`src/rtl/gameconsole_pkg.sv`:
```
// Shared game console constants plus the capture FIFO entry and address helper.
package gameconsole_pkg;

    localparam int unsigned SCREEN_W      = 320;
    localparam int unsigned SCREEN_H      = 240;
    localparam int unsigned SCREEN_HBLANK = 64;
    localparam int unsigned SCREEN_VBLANK = 22;

    localparam int unsigned FB_ADDR_W = 17;
    localparam int unsigned FB_DATA_W = 32;
    localparam int unsigned COORD_W   = 9;

    localparam logic [COORD_W-1:0] SCREEN_W_C = COORD_W'(SCREEN_W);
    localparam logic [COORD_W-1:0] SCREEN_H_C = COORD_W'(SCREEN_H);
    localparam logic [COORD_W-1:0] LAST_X     = COORD_W'(SCREEN_W - 1);
    localparam logic [COORD_W-1:0] LAST_Y     = COORD_W'(SCREEN_H - 1);

    typedef struct packed {
        logic                 last;
        logic [FB_ADDR_W-1:0] addr;
        logic [FB_DATA_W-1:0] data;
    } cap_entry_t;

    // Linear framebuffer word address; 320 = 256 + 64 avoids a multiplier.
    function automatic logic [FB_ADDR_W-1:0] pix_addr(input logic [COORD_W-1:0] x,
                                                     input logic [COORD_W-1:0] y);
        if (SCREEN_W == 320) begin
            return (FB_ADDR_W'(y) << 8) + (FB_ADDR_W'(y) << 6) + FB_ADDR_W'(x);
        end else begin
            return FB_ADDR_W'(y) * FB_ADDR_W'(SCREEN_W) + FB_ADDR_W'(x);
        end
    endfunction

endpackage

```
`src/rtl/vpu_video_capture_if.sv`:
```
// Framebuffer write port: valid/ready handshake carrying address and pixel data.
interface vpu_video_capture_if #(
    parameter int unsigned ADDR_W = gameconsole_pkg::FB_ADDR_W,
    parameter int unsigned DATA_W = gameconsole_pkg::FB_DATA_W
);
    logic              fb_valid;
    logic              fb_ready;
    logic [ADDR_W-1:0] fb_addr;
    logic [DATA_W-1:0] fb_data;

    modport master (output fb_valid, output fb_addr, output fb_data, input fb_ready);
    modport slave  (input fb_valid, input fb_addr, input fb_data, output fb_ready);
endinterface

```
`src/rtl/vpu_cap_fifo.sv`:
```
// Synchronous FIFO whose head entry sits in its own register so the
// consumer sees flop outputs only.
module vpu_cap_fifo
    import gameconsole_pkg::*;
#(
    parameter int unsigned DEPTH = 8,
    parameter type         T     = cap_entry_t
) (
    input  logic clk,
    input  logic rst_n,
    input  logic i_push,
    input  T     i_din,
    input  logic i_pop,
    output logic o_valid,
    output T     o_head,
    output logic o_full_c
);
    localparam int unsigned PTR_W = (DEPTH > 1) ? $clog2(DEPTH) : 1;
    localparam int unsigned CNT_W = PTR_W + 1;

    T                 r_mem [DEPTH];
    T                 r_head;
    logic [PTR_W-1:0] r_wr_ptr;
    logic [PTR_W-1:0] r_rd_ptr;
    logic [CNT_W-1:0] r_count;
    logic             r_valid;
    logic             w_push;
    logic             w_pop;
    logic [CNT_W-1:0] w_count_nxt;
    T                 w_head_nxt;

    // A pop in the same cycle frees a slot, so a push into a full FIFO still lands.
    assign o_full_c = (r_count == CNT_W'(DEPTH));
    assign w_pop    = i_pop && r_valid;
    assign w_push   = i_push && (!o_full_c || w_pop);
    assign o_valid  = r_valid;
    assign o_head   = r_head;

    // Occupancy after this cycle's push/pop.
    always_comb begin
        w_count_nxt = r_count;
        if (w_push && !w_pop) begin
            w_count_nxt = r_count + CNT_W'(1);
        end else if (!w_push && w_pop) begin
            w_count_nxt = r_count - CNT_W'(1);
        end
    end

    // Next head: following stored entry on pop, or bypass the incoming entry when it becomes the head.
    always_comb begin
        w_head_nxt = r_head;
        if (w_pop) begin
            if (r_count >= CNT_W'(2)) begin
                w_head_nxt = r_mem[r_rd_ptr + PTR_W'(1)];
            end else if (w_push) begin
                w_head_nxt = i_din;
            end
        end else if (!r_valid && w_push) begin
            w_head_nxt = i_din;
        end
    end

    // Storage array, no reset needed.
    always_ff @(posedge clk) begin
        if (w_push) begin
            r_mem[r_wr_ptr] <= i_din;
        end
    end

    // Pointers, occupancy and registered head.
    always_ff @(posedge clk or negedge rst_n) begin
        if (!rst_n) begin
            r_wr_ptr <= '0;
            r_rd_ptr <= '0;
            r_count  <= '0;
            r_valid  <= 1'b0;
            r_head   <= '0;
        end else begin
            if (w_push) r_wr_ptr <= r_wr_ptr + PTR_W'(1);
            if (w_pop)  r_rd_ptr <= r_rd_ptr + PTR_W'(1);
            r_count <= w_count_nxt;
            r_valid <= (w_count_nxt != '0);
            r_head  <= w_head_nxt;
        end
    end

endmodule

```
`src/rtl/vpu_video_capture.sv`:
```
// Video sink: rebuilds pixel x/y from the VPU strobes and streams visible
// pixels of enabled frames into a framebuffer write port.
module vpu_video_capture #(
    parameter int unsigned FIFO_DEPTH = 8,
    parameter int unsigned FB_ADDR_W  = gameconsole_pkg::FB_ADDR_W,
    parameter int unsigned FB_DATA_W  = gameconsole_pkg::FB_DATA_W
) (
    input  logic                clk,
    input  logic                rst_n,
    input  logic                dot_clk,
    input  logic [31:0]         color,
    input  logic                hsync,
    input  logic                vsync,
    input  logic                cap_en,
    input  logic                ovf_clr,
    vpu_video_capture_if.master fb,
    output logic                frame_done,
    output logic [15:0]         frame_count,
    output logic                overflow,
    output logic                capturing
);
    import gameconsole_pkg::*;

    logic               r_dot;
    logic               r_hs;
    logic               r_vs;
    logic               w_dot_edge;
    logic               w_hs_edge;
    logic               w_vs_edge;
    logic [COORD_W-1:0] r_x;
    logic [COORD_W-1:0] r_y;
    logic               r_armed;
    logic               r_capturing;
    logic               w_visible;
    cap_entry_t         w_entry;
    logic               r_push;
    cap_entry_t         r_entry;
    logic               w_fifo_valid;
    logic               w_fifo_full_c;
    cap_entry_t         w_head;
    logic               w_pop;
    logic               w_drop;
    logic               r_frame_done;
    logic [15:0]        r_frame_count;
    logic               r_overflow;

    assign w_dot_edge = dot_clk && !r_dot;
    assign w_hs_edge  = hsync && !r_hs;
    assign w_vs_edge  = vsync && !r_vs;

    // Pixels coinciding with a sync edge are ignored.
    assign w_visible = w_dot_edge && !w_hs_edge && !w_vs_edge && r_armed && r_capturing
                    && (r_x < SCREEN_W_C) && (r_y < SCREEN_H_C);

    assign w_pop  = w_fifo_valid && fb.fb_ready;
    assign w_drop = r_push && w_fifo_full_c && !w_pop;

    // Entry for the pixel at the current coordinates.
    always_comb begin
        w_entry      = '0;
        w_entry.last = (r_x == LAST_X) && (r_y == LAST_Y);
        w_entry.addr = pix_addr(r_x, r_y);
        w_entry.data = color;
    end

    // One-stage input history for edge detection.
    always_ff @(posedge clk or negedge rst_n) begin
        if (!rst_n) begin
            r_dot <= 1'b0;
            r_hs  <= 1'b0;
            r_vs  <= 1'b0;
        end else begin
            r_dot <= dot_clk;
            r_hs  <= hsync;
            r_vs  <= vsync;
        end
    end

    // Raster position and per-frame capture decision; vsync beats hsync beats dot.
    always_ff @(posedge clk or negedge rst_n) begin
        if (!rst_n) begin
            r_x         <= '0;
            r_y         <= '0;
            r_armed     <= 1'b0;
            r_capturing <= 1'b0;
        end else if (w_vs_edge) begin
            r_x         <= '0;
            r_y         <= '0;
            r_armed     <= 1'b1;
            r_capturing <= cap_en;
        end else if (w_hs_edge) begin
            r_x <= '0;
            if (r_y != '1) r_y <= r_y + COORD_W'(1);
        end else if (w_dot_edge) begin
            if (r_x != '1) r_x <= r_x + COORD_W'(1);
        end
    end

    // Push request stage between pixel detection and the FIFO.
    always_ff @(posedge clk or negedge rst_n) begin
        if (!rst_n) begin
            r_push  <= 1'b0;
            r_entry <= '0;
        end else begin
            r_push <= w_visible;
            if (w_visible) r_entry <= w_entry;
        end
    end

    vpu_cap_fifo #(
        .DEPTH (FIFO_DEPTH),
        .T     (cap_entry_t)
    ) u_fifo (
        .clk      (clk),
        .rst_n    (rst_n),
        .i_push   (r_push),
        .i_din    (r_entry),
        .i_pop    (fb.fb_ready),
        .o_valid  (w_fifo_valid),
        .o_head   (w_head),
        .o_full_c (w_fifo_full_c)
    );

    // Frame completion and sticky drop status; a drop wins over a clear.
    always_ff @(posedge clk or negedge rst_n) begin
        if (!rst_n) begin
            r_frame_done  <= 1'b0;
            r_frame_count <= '0;
            r_overflow    <= 1'b0;
        end else begin
            r_frame_done <= w_pop && w_head.last;
            if (w_pop && w_head.last) r_frame_count <= r_frame_count + 16'(1);
            if (w_drop) begin
                r_overflow <= 1'b1;
            end else if (ovf_clr) begin
                r_overflow <= 1'b0;
            end
        end
    end

    assign fb.fb_valid = w_fifo_valid;
    assign fb.fb_addr  = FB_ADDR_W'(w_head.addr);
    assign fb.fb_data  = FB_DATA_W'(w_head.data);
    assign frame_done  = r_frame_done;
    assign frame_count = r_frame_count;
    assign overflow    = r_overflow;
    assign capturing   = r_capturing;

endmodule

```
`src/flat_wrapper.sv`:
```
// flat-port wrapper written by rule: the top's interface ports become plain ports
module vpu_video_capture_flat import gameconsole_pkg::*;
#(
    parameter int unsigned FIFO_DEPTH = 8,
    parameter int unsigned FB_ADDR_W  = gameconsole_pkg::FB_ADDR_W,
    parameter int unsigned FB_DATA_W  = gameconsole_pkg::FB_DATA_W
)
  (clk, rst_n, dot_clk, color, hsync, vsync, cap_en, ovf_clr, frame_done, frame_count, overflow, capturing, fb_fb_valid, fb_fb_addr, fb_fb_data, fb_fb_ready);
  vpu_video_capture_if #(.ADDR_W(17), .DATA_W(32)) fb_i ();
  input  logic clk;
  input  logic rst_n;
  input  logic dot_clk;
  input  logic [31:0] color;
  input  logic hsync;
  input  logic vsync;
  input  logic cap_en;
  input  logic ovf_clr;
  output logic frame_done;
  output logic [15:0] frame_count;
  output logic overflow;
  output logic capturing;
  output wire logic [$bits(fb_i.fb_valid)-1:0] fb_fb_valid;
  output wire logic [$bits(fb_i.fb_addr)-1:0] fb_fb_addr;
  output wire logic [$bits(fb_i.fb_data)-1:0] fb_fb_data;
  input wire logic [$bits(fb_i.fb_ready)-1:0] fb_fb_ready;
  assign fb_fb_valid = fb_i.fb_valid;
  assign fb_fb_addr = fb_i.fb_addr;
  assign fb_fb_data = fb_i.fb_data;
  assign fb_i.fb_ready = fb_fb_ready;
  vpu_video_capture #(.FIFO_DEPTH(FIFO_DEPTH), .FB_ADDR_W(FB_ADDR_W), .FB_DATA_W(FB_DATA_W)) u_core (.clk(clk), .rst_n(rst_n), .dot_clk(dot_clk), .color(color), .hsync(hsync), .vsync(vsync), .cap_en(cap_en), .ovf_clr(ovf_clr), .fb(fb_i), .frame_done(frame_done), .frame_count(frame_count), .overflow(overflow), .capturing(capturing));
endmodule
```
`config.mk`:
```
export PLATFORM = sky130hd
export DESIGN_NAME = vpu_video_capture_flat
export DESIGN_NICKNAME = d
export VERILOG_FILES = /design/src/rtl/gameconsole_pkg.sv /design/src/rtl/vpu_video_capture_if.sv /design/src/rtl/vpu_cap_fifo.sv /design/src/rtl/vpu_video_capture.sv /design/src/flat_wrapper.sv
export SDC_FILE = /design/constraint.sdc
export NUM_CORES = 1
export LEC_CHECK = 0
export CORE_ASPECT_RATIO = 0.5
export CORE_MARGIN = 2
export CORE_UTILIZATION = 47
export DETAILED_ROUTE_END_ITERATION = 10
export GPL_TIMING_DRIVEN = 1
export PLACE_DENSITY = 0.7
export SYNTH_ARGS = -nofsm -noshare
export SYNTH_HDL_FRONTEND = slang
export SYNTH_SLANG_ARGS = --single-unit
```
`constraint.sdc`:
```
create_clock -name clk -period 8 [get_ports clk]
set_input_delay 2 -clock clk [delete_from_list [all_inputs] [get_ports clk]]
set_output_delay 2 -clock clk [all_outputs]
set_load 0.05 [all_outputs]
```
Yosys cells after proc, flatten, opt, wreduce, memory -nomap -nowiden
Memory sizes are Yosys's and may differ from the RTL's.
Cells that the tools add are included.
- register bits after elaboration: 153
- bits in writable memories: 400
- output and inout bits: 69
- memories kept: 1
- add/subtract/negate cells: 9
- order comparisons: 3
- equal/unequal tests: 6
- multiplexer cells: 17
- reductions and logical operators: 38
- memories (memory ; words ; bits a word ; rd ports ; clocked after Yosys merged registers in ; wr ports ; RTL line ; RTL):
    u_core.u_fifo.r_mem ; 8 ; 50 ; 1 ; 0 ; 1 ; vpu_cap_fifo.sv:21 ; T r_mem [DEPTH];
- operators by type and width (kind ; number):
    2-to-1 mux 50 bit ; 4
    2-to-1 mux 9 bit ; 7
    adder 9 x 1 -> 9 bit (second input constant) ; 2
    logical AND 1 bit ; 18
    inequality test 9 bit (second input constant) ; 2
    adder 17 x 15 -> 17 bit ; 1
    adder 17 x 9 -> 17 bit ; 1
    adder 16 x 1 -> 16 bit (second input constant) ; 1
    == test 9 x 8 -> 1 bit (second input constant) ; 1
    == test 9 bit (second input constant) ; 1
    zero test 1 bit ; 9
    < comparator 9 x 8 -> 1 bit (second input constant) ; 1
    < comparator 9 bit (second input constant) ; 1
    2-to-1 mux 4 bit ; 2
    nonzero test 2 bit ; 4
    adder 3 x 1 -> 3 bit (second input constant) ; 2
    AND reduction 2 bit ; 3
    nonzero test 3 bit ; 2
    adder 4 x 1 -> 4 bit (second input constant) ; 1
    == test 4 bit (second input constant) ; 1
    greater-or-equal comparator 4 x 2 -> 1 bit (second input constant) ; 1
    2-to-1 mux 1 bit ; 4
    nonzero test 4 bit ; 1
    subtractor 4 x 1 -> 4 bit (second input constant) ; 1
    other kinds (2) ; 2

Longest topological paths before layout
- depth in word-level cells: 9
- depth in mapped cells: 10
- depth with buffers taken out: 9

By module
Synthesis repeated with hierarchy kept, for this count alone.
- cells, all modules: 1565
- area, all modules: 23003.3 um^2
- modules (own cells, without submodules) (module ; times used ; cells each ; area an instance (um^2)):
    vpu_cap_fifo ; 1 ; 1229 ; 18784.3
    vpu_video_capture ; 1 ; 336 ; 4219.0

Worst setup path before layout
No wires, ideal clock.
- kind: input port to flip-flop
- from: in fb_fb_ready
- to: mem u_core.u_fifo.r_mem[0][0] (netlist bit) (enable)
- arrival: 5.903 ns
- path slack: 1.578 ns
- stages on the path: 4
- path buffers: 0
- cell sequence: and2_1 > o21a_1 > nand2b_1 > nor3_1
- word-level cells in the longest chain between the ends: 5
- RTL lines (element ; RTL line ; RTL):
    start, declared ; flat_wrapper.sv:25 ; input wire logic [$bits(fb_i.fb_ready)-1:0] fb_fb_ready;
    logical AND 1 bit ; vpu_cap_fifo.sv:34 ; assign w_pop = i_pop && r_valid;
    logical OR 1 bit ; vpu_cap_fifo.sv:35 ; assign w_push = i_push && (!o_full_c || w_pop);
    logical AND 1 bit ; vpu_cap_fifo.sv:35 ;
    2-to-1 mux 1 bit ; vpu_cap_fifo.sv:65 ; if (w_push) begin
    2-to-1 mux 1 bit (not written as such) ; vpu_cap_fifo.sv:66 ; r_mem[r_wr_ptr] <= i_din;
    end, declared ; vpu_cap_fifo.sv:21 ;
Every way passes these cells.

Worst setup path after layout
- from: in fb_fb_ready
- to: mem u_core.u_fifo.r_mem[3][38] (netlist bit) (enable)
Same word-level chain as after synthesis.

==> impl_metrics.toml <==
[drt]
vias = 11300
wl_per_cell_um = 21.8
dr.first_iter.drc_count = 845
totalWireLength_um = 43900
drtAntennaViolNets = 0
drcViolationCount = 0
dr.pass1.iters = 5
viasPerCell = 5.59

[grt]
grt.total_usage_pct = 18.0
grt_pass1_vias = 12100
grt_max_degree = 101
antenna_found_initial = 0
grt-ovfl-total = 0
grt_pass1_wl_um = 69700

[critical_path]
cp_max_fo = 28
ff2ff_path_depth = 7
crit_chain = "clkdlybuf4s50_1 > and2_1 > o21a_1 > nand2_1 > nor2_4 > buf_4"
critical_path_class = "in -> reg"
cp_data_arrival_time_ns = 4.74
cp.required_ns = 8.22
cp_slowest_stage_delay_ns = 0.90
crit_path_end_kind = "register"
regToRegStartpoint = "u_core.u_fifo.r_count[1]"
r2r-end = "u_core.u_fifo.r_mem[3][38]"
reg2reg_slack_ns = 4.63
worst_setup_path_start_kind = "input pin"
slowest_stage = "nor2_4"

[clocking]
htreeDepth = 2
tritoncts = "built"
cts_inserted_buffers = 48
clk_pin_slew_ns = 0.07
cts_root_buf = "clkbuf_16"
cts_hold_buf = 0
postCtsResizedCells = 0
clkLatencyLatePin_ns = 0.58
postCtsSetupRepairBufs = 0
clkSinkCount = 553
cts.path.max_buffers = 3

[floorplan]
dieArea_um2 = 49800
die_x_um = 314
core_area_um2 = 47100
initial_core_util_pct = 47.8
pin_count = 109
die_h_um = 159
rows = 56

[pwr]
p_sw_share_pct = 33.7
p_sw_w = 0.00311
cellPowerDensity_nw_per_um2 = 362
power_leakage_nw = 9.24
p_clk_share_pct = 24.9
seq_power_share_pct = 42.3
p_comb_share_pct = 32.8
p_int_w = 0.00612
finalPower_w = 0.00923
peakVddDrop_v = 0.000343

[final_layout]
num_antenna_cells = 0
fin_nets = 1411
drive_above_1_share_pct = 18.0
syn2layout_area_growth_pct = 13.3
fin_area_um2 = 25500

[logic_synthesis]
synth_top_family_by_area = "multiplexers"
synth_edf_count = 400
yosys-mux-area-fraction_pct = 15.1
synth-compound-area-share_pct = 3.41
ys_warn_count = 0
synth_nets = 1341
synthXorXnorAreaFrac_pct = 1.56
async_flop_share_pct = 27.7
synth-adder-area-share_pct = 1.73
synth-simple-area-share_pct = 4.50
ys.flop_type = "edfxtp_1"
synthCells = 1271
yosysSeqAreaShare_pct = 70.4
yosysUniqueCellTypes = 55
netlist_area_um2 = 22500
synth.avg_cell_area_um2 = 17.7
ys_seq_elements = 553

[hold_path]
worstHoldStart = "u_core.frame_count[15]"
hold_path_class = "reg -> reg"
min_to = "u_core.frame_count[15]"
holdPathStages = 1

[timing]
min_period_ns = 4.52
tns_ns = 0
setup_violations = 0
slew_headroom_pct = 20.3
hold_viol = 0
fin_skew_ns = 0.0211
period_share_pct = 56.4
grt_setup_unrepaired = "no"
tightest_slew_ns = 1.20
hold_slack_ns = 0.470
slew_viol_final = 0
max_freq_mhz = 221

[placed_design]
io_buffers = 108
gp_congestion = 0.745
dp.final_hpwl_um = 24400
placed_area_um2 = 24000

[flow_run]
maxCapViolations = 0

[status]
status = "complete, no violations"
## worst max-delay path: cells and delay by family
family / cells / cell delay [ns]
AO/OA/AOI/OAI: 1 / 0.21
buffers and inverters: 2 / 1.07
AND/OR/NAND/NOR: 3 / 1.43
## power by group through the flow
stage	Sequential (W)	Combinational, W	Clock [W]
floorplan	0.00385	0.00246	0
global placement	0.00394	0.00301	0
detailed placement	0.00397	0.00306	0
CTS	0.00391	0.00307	0.00234
global route	0.00396	0.00324	0.00245
finish	0.00390	0.00303	0.00229
## cell type report
| class | count | area (µm²) |
|---|---|---|
| clock buffers | 59 | 1260 |
| clock inverters | 30 | 284 |
| well taps | 638 | 798 |
| flip-flops and latches | 553 | 15800 |
| fillers | 3644 | 21600 |
| repair buffers | 128 | 1230 |
| multi-input cells | 594 | 6030 |
| inverters | 16 | 60.1 |
## sequential cells by signal, summed over array words and instances (netlist names), 3 cells and up
register	flops
u_core.frame_count	16
u_core.r_entry	50
u_core.r_x	9
u_core.r_y	9
u_core.u_fifo.o_head	50
u_core.u_fifo.r_count	4
u_core.u_fifo.r_mem	400
u_core.u_fifo.r_rd_ptr	3
u_core.u_fifo.r_wr_ptr	3
## logic make-up after synthesis
kind of cell,count (synthesis)
AO/OA/AOI/OAI,99
multiplexers,196
flip-flops,553
AND/OR/NAND/NOR,229
XOR/XNOR,40
buffers and inverters,124
adder cells (fa/ha/maj),30
## stage by stage
stage | util, % | worst slack [ns] | std cells
5_1_grt | 54.2 | 3.30 | 2018
6_report | 54.2 | 3.48 | 2018
4_1_cts | 54.2 | 3.40 | 2018
3_3_place_gp | 50.9 | 2.90 | 1929
3_5_place_dp | 50.9 | 2.84 | 1929
2_1_floorplan | - | 1.58 | 1271
## cell usage after synthesis, types with 2 or more instances
cell      number  area, µm²
o21ai_1        4       20.0
a31oi_1        3       18.8
mux2_4        35        526
o221ai_1      50        438
nor3b_2        2       25.0
o31ai_1        2       15.0
o21ai_0       11       55.1
nand2_1      140        526
o211ai_1       3       22.5
edfxtp_1     400      12000
xnor2_1       26        228
mux2i_1       54        541
a21o_1         4       30.0
mux2_2         3       33.8
buf_4         59        443
dfrtp_1      153       3830
and4_1         3       26.3
or3_1          2       12.5
and3_1         3       18.8
nand2b_1       4       25.0
mux4_2       100       2250
nand4_1        6       37.5
buf_6          4       45.0
nor3_1         6       30.0
nand3_1       17       85.1
buf_2         28        140
a21oi_1        7       35.0
fa_1           2       40.0
mux2_1         4       45.0
and2_1         3       18.8
xor2_1        14        123
ha_1          28        350
nor4_1         2       12.5
o21a_1         4       30.0
inv_1         16       60.1
nor2_1        34        128
clkbuf_1      13       48.8
buf_1          4       15.0
nor2b_1        2       12.5
## worst max-delay path by stage
| stage | start | endpoint | slack [ns] | cells after the start |
|---|---|---|---|---|
| 6_report | fb_fb_ready | u_core.u_fifo.r_mem[3][38] | 3.48 | 6 |
| 3_5_place_dp | fb_fb_ready | u_core.u_fifo.r_mem[3][37] | 2.84 | 6 |
| 3_3_place_gp | fb_fb_ready | u_core.u_fifo.r_mem[3][37] | 2.90 | 6 |
| 5_1_grt | fb_fb_ready | u_core.u_fifo.r_mem[3][38] | 3.30 | 6 |
| 2_1_floorplan | fb_fb_ready | u_core.u_fifo.r_mem[0][0] | 1.58 | 4 |
| 4_1_cts | fb_fb_ready | u_core.u_fifo.r_mem[3][38] | 3.40 | 6 |
## per-layer routing
| layer | GRT usage [%] | vias to the layer above | wire length, µm |
|---|---|---|---|
| met2 | 30.7 | 250 | 22200 |
| met5 | 0 | - | 0 |
| met1 | 24.6 | 5957 | 19100 |
| met4 | 4.00 | 0 | 703 |
| met3 | 2.63 | 57 | 1890 |
| li1 | - | 5019 | - |
## cells in the final DEF (no fill, tap or decap), types with 16 or more instances in the layout
cell type          n
nand3_1           17
inv_1             16
clkdlybuf4s50_1  107
xnor2_1           26
ha_1              27
mux2i_1           54
clkbuf_16         48
edfxtp_1         400
buf_4             20
nand2_1          140
mux2_4            35
mux4_2           100
nor2_1            28
o221ai_1          50
dfrtp_1          152
Note: power is estimated with default switching activity, not from simulation.
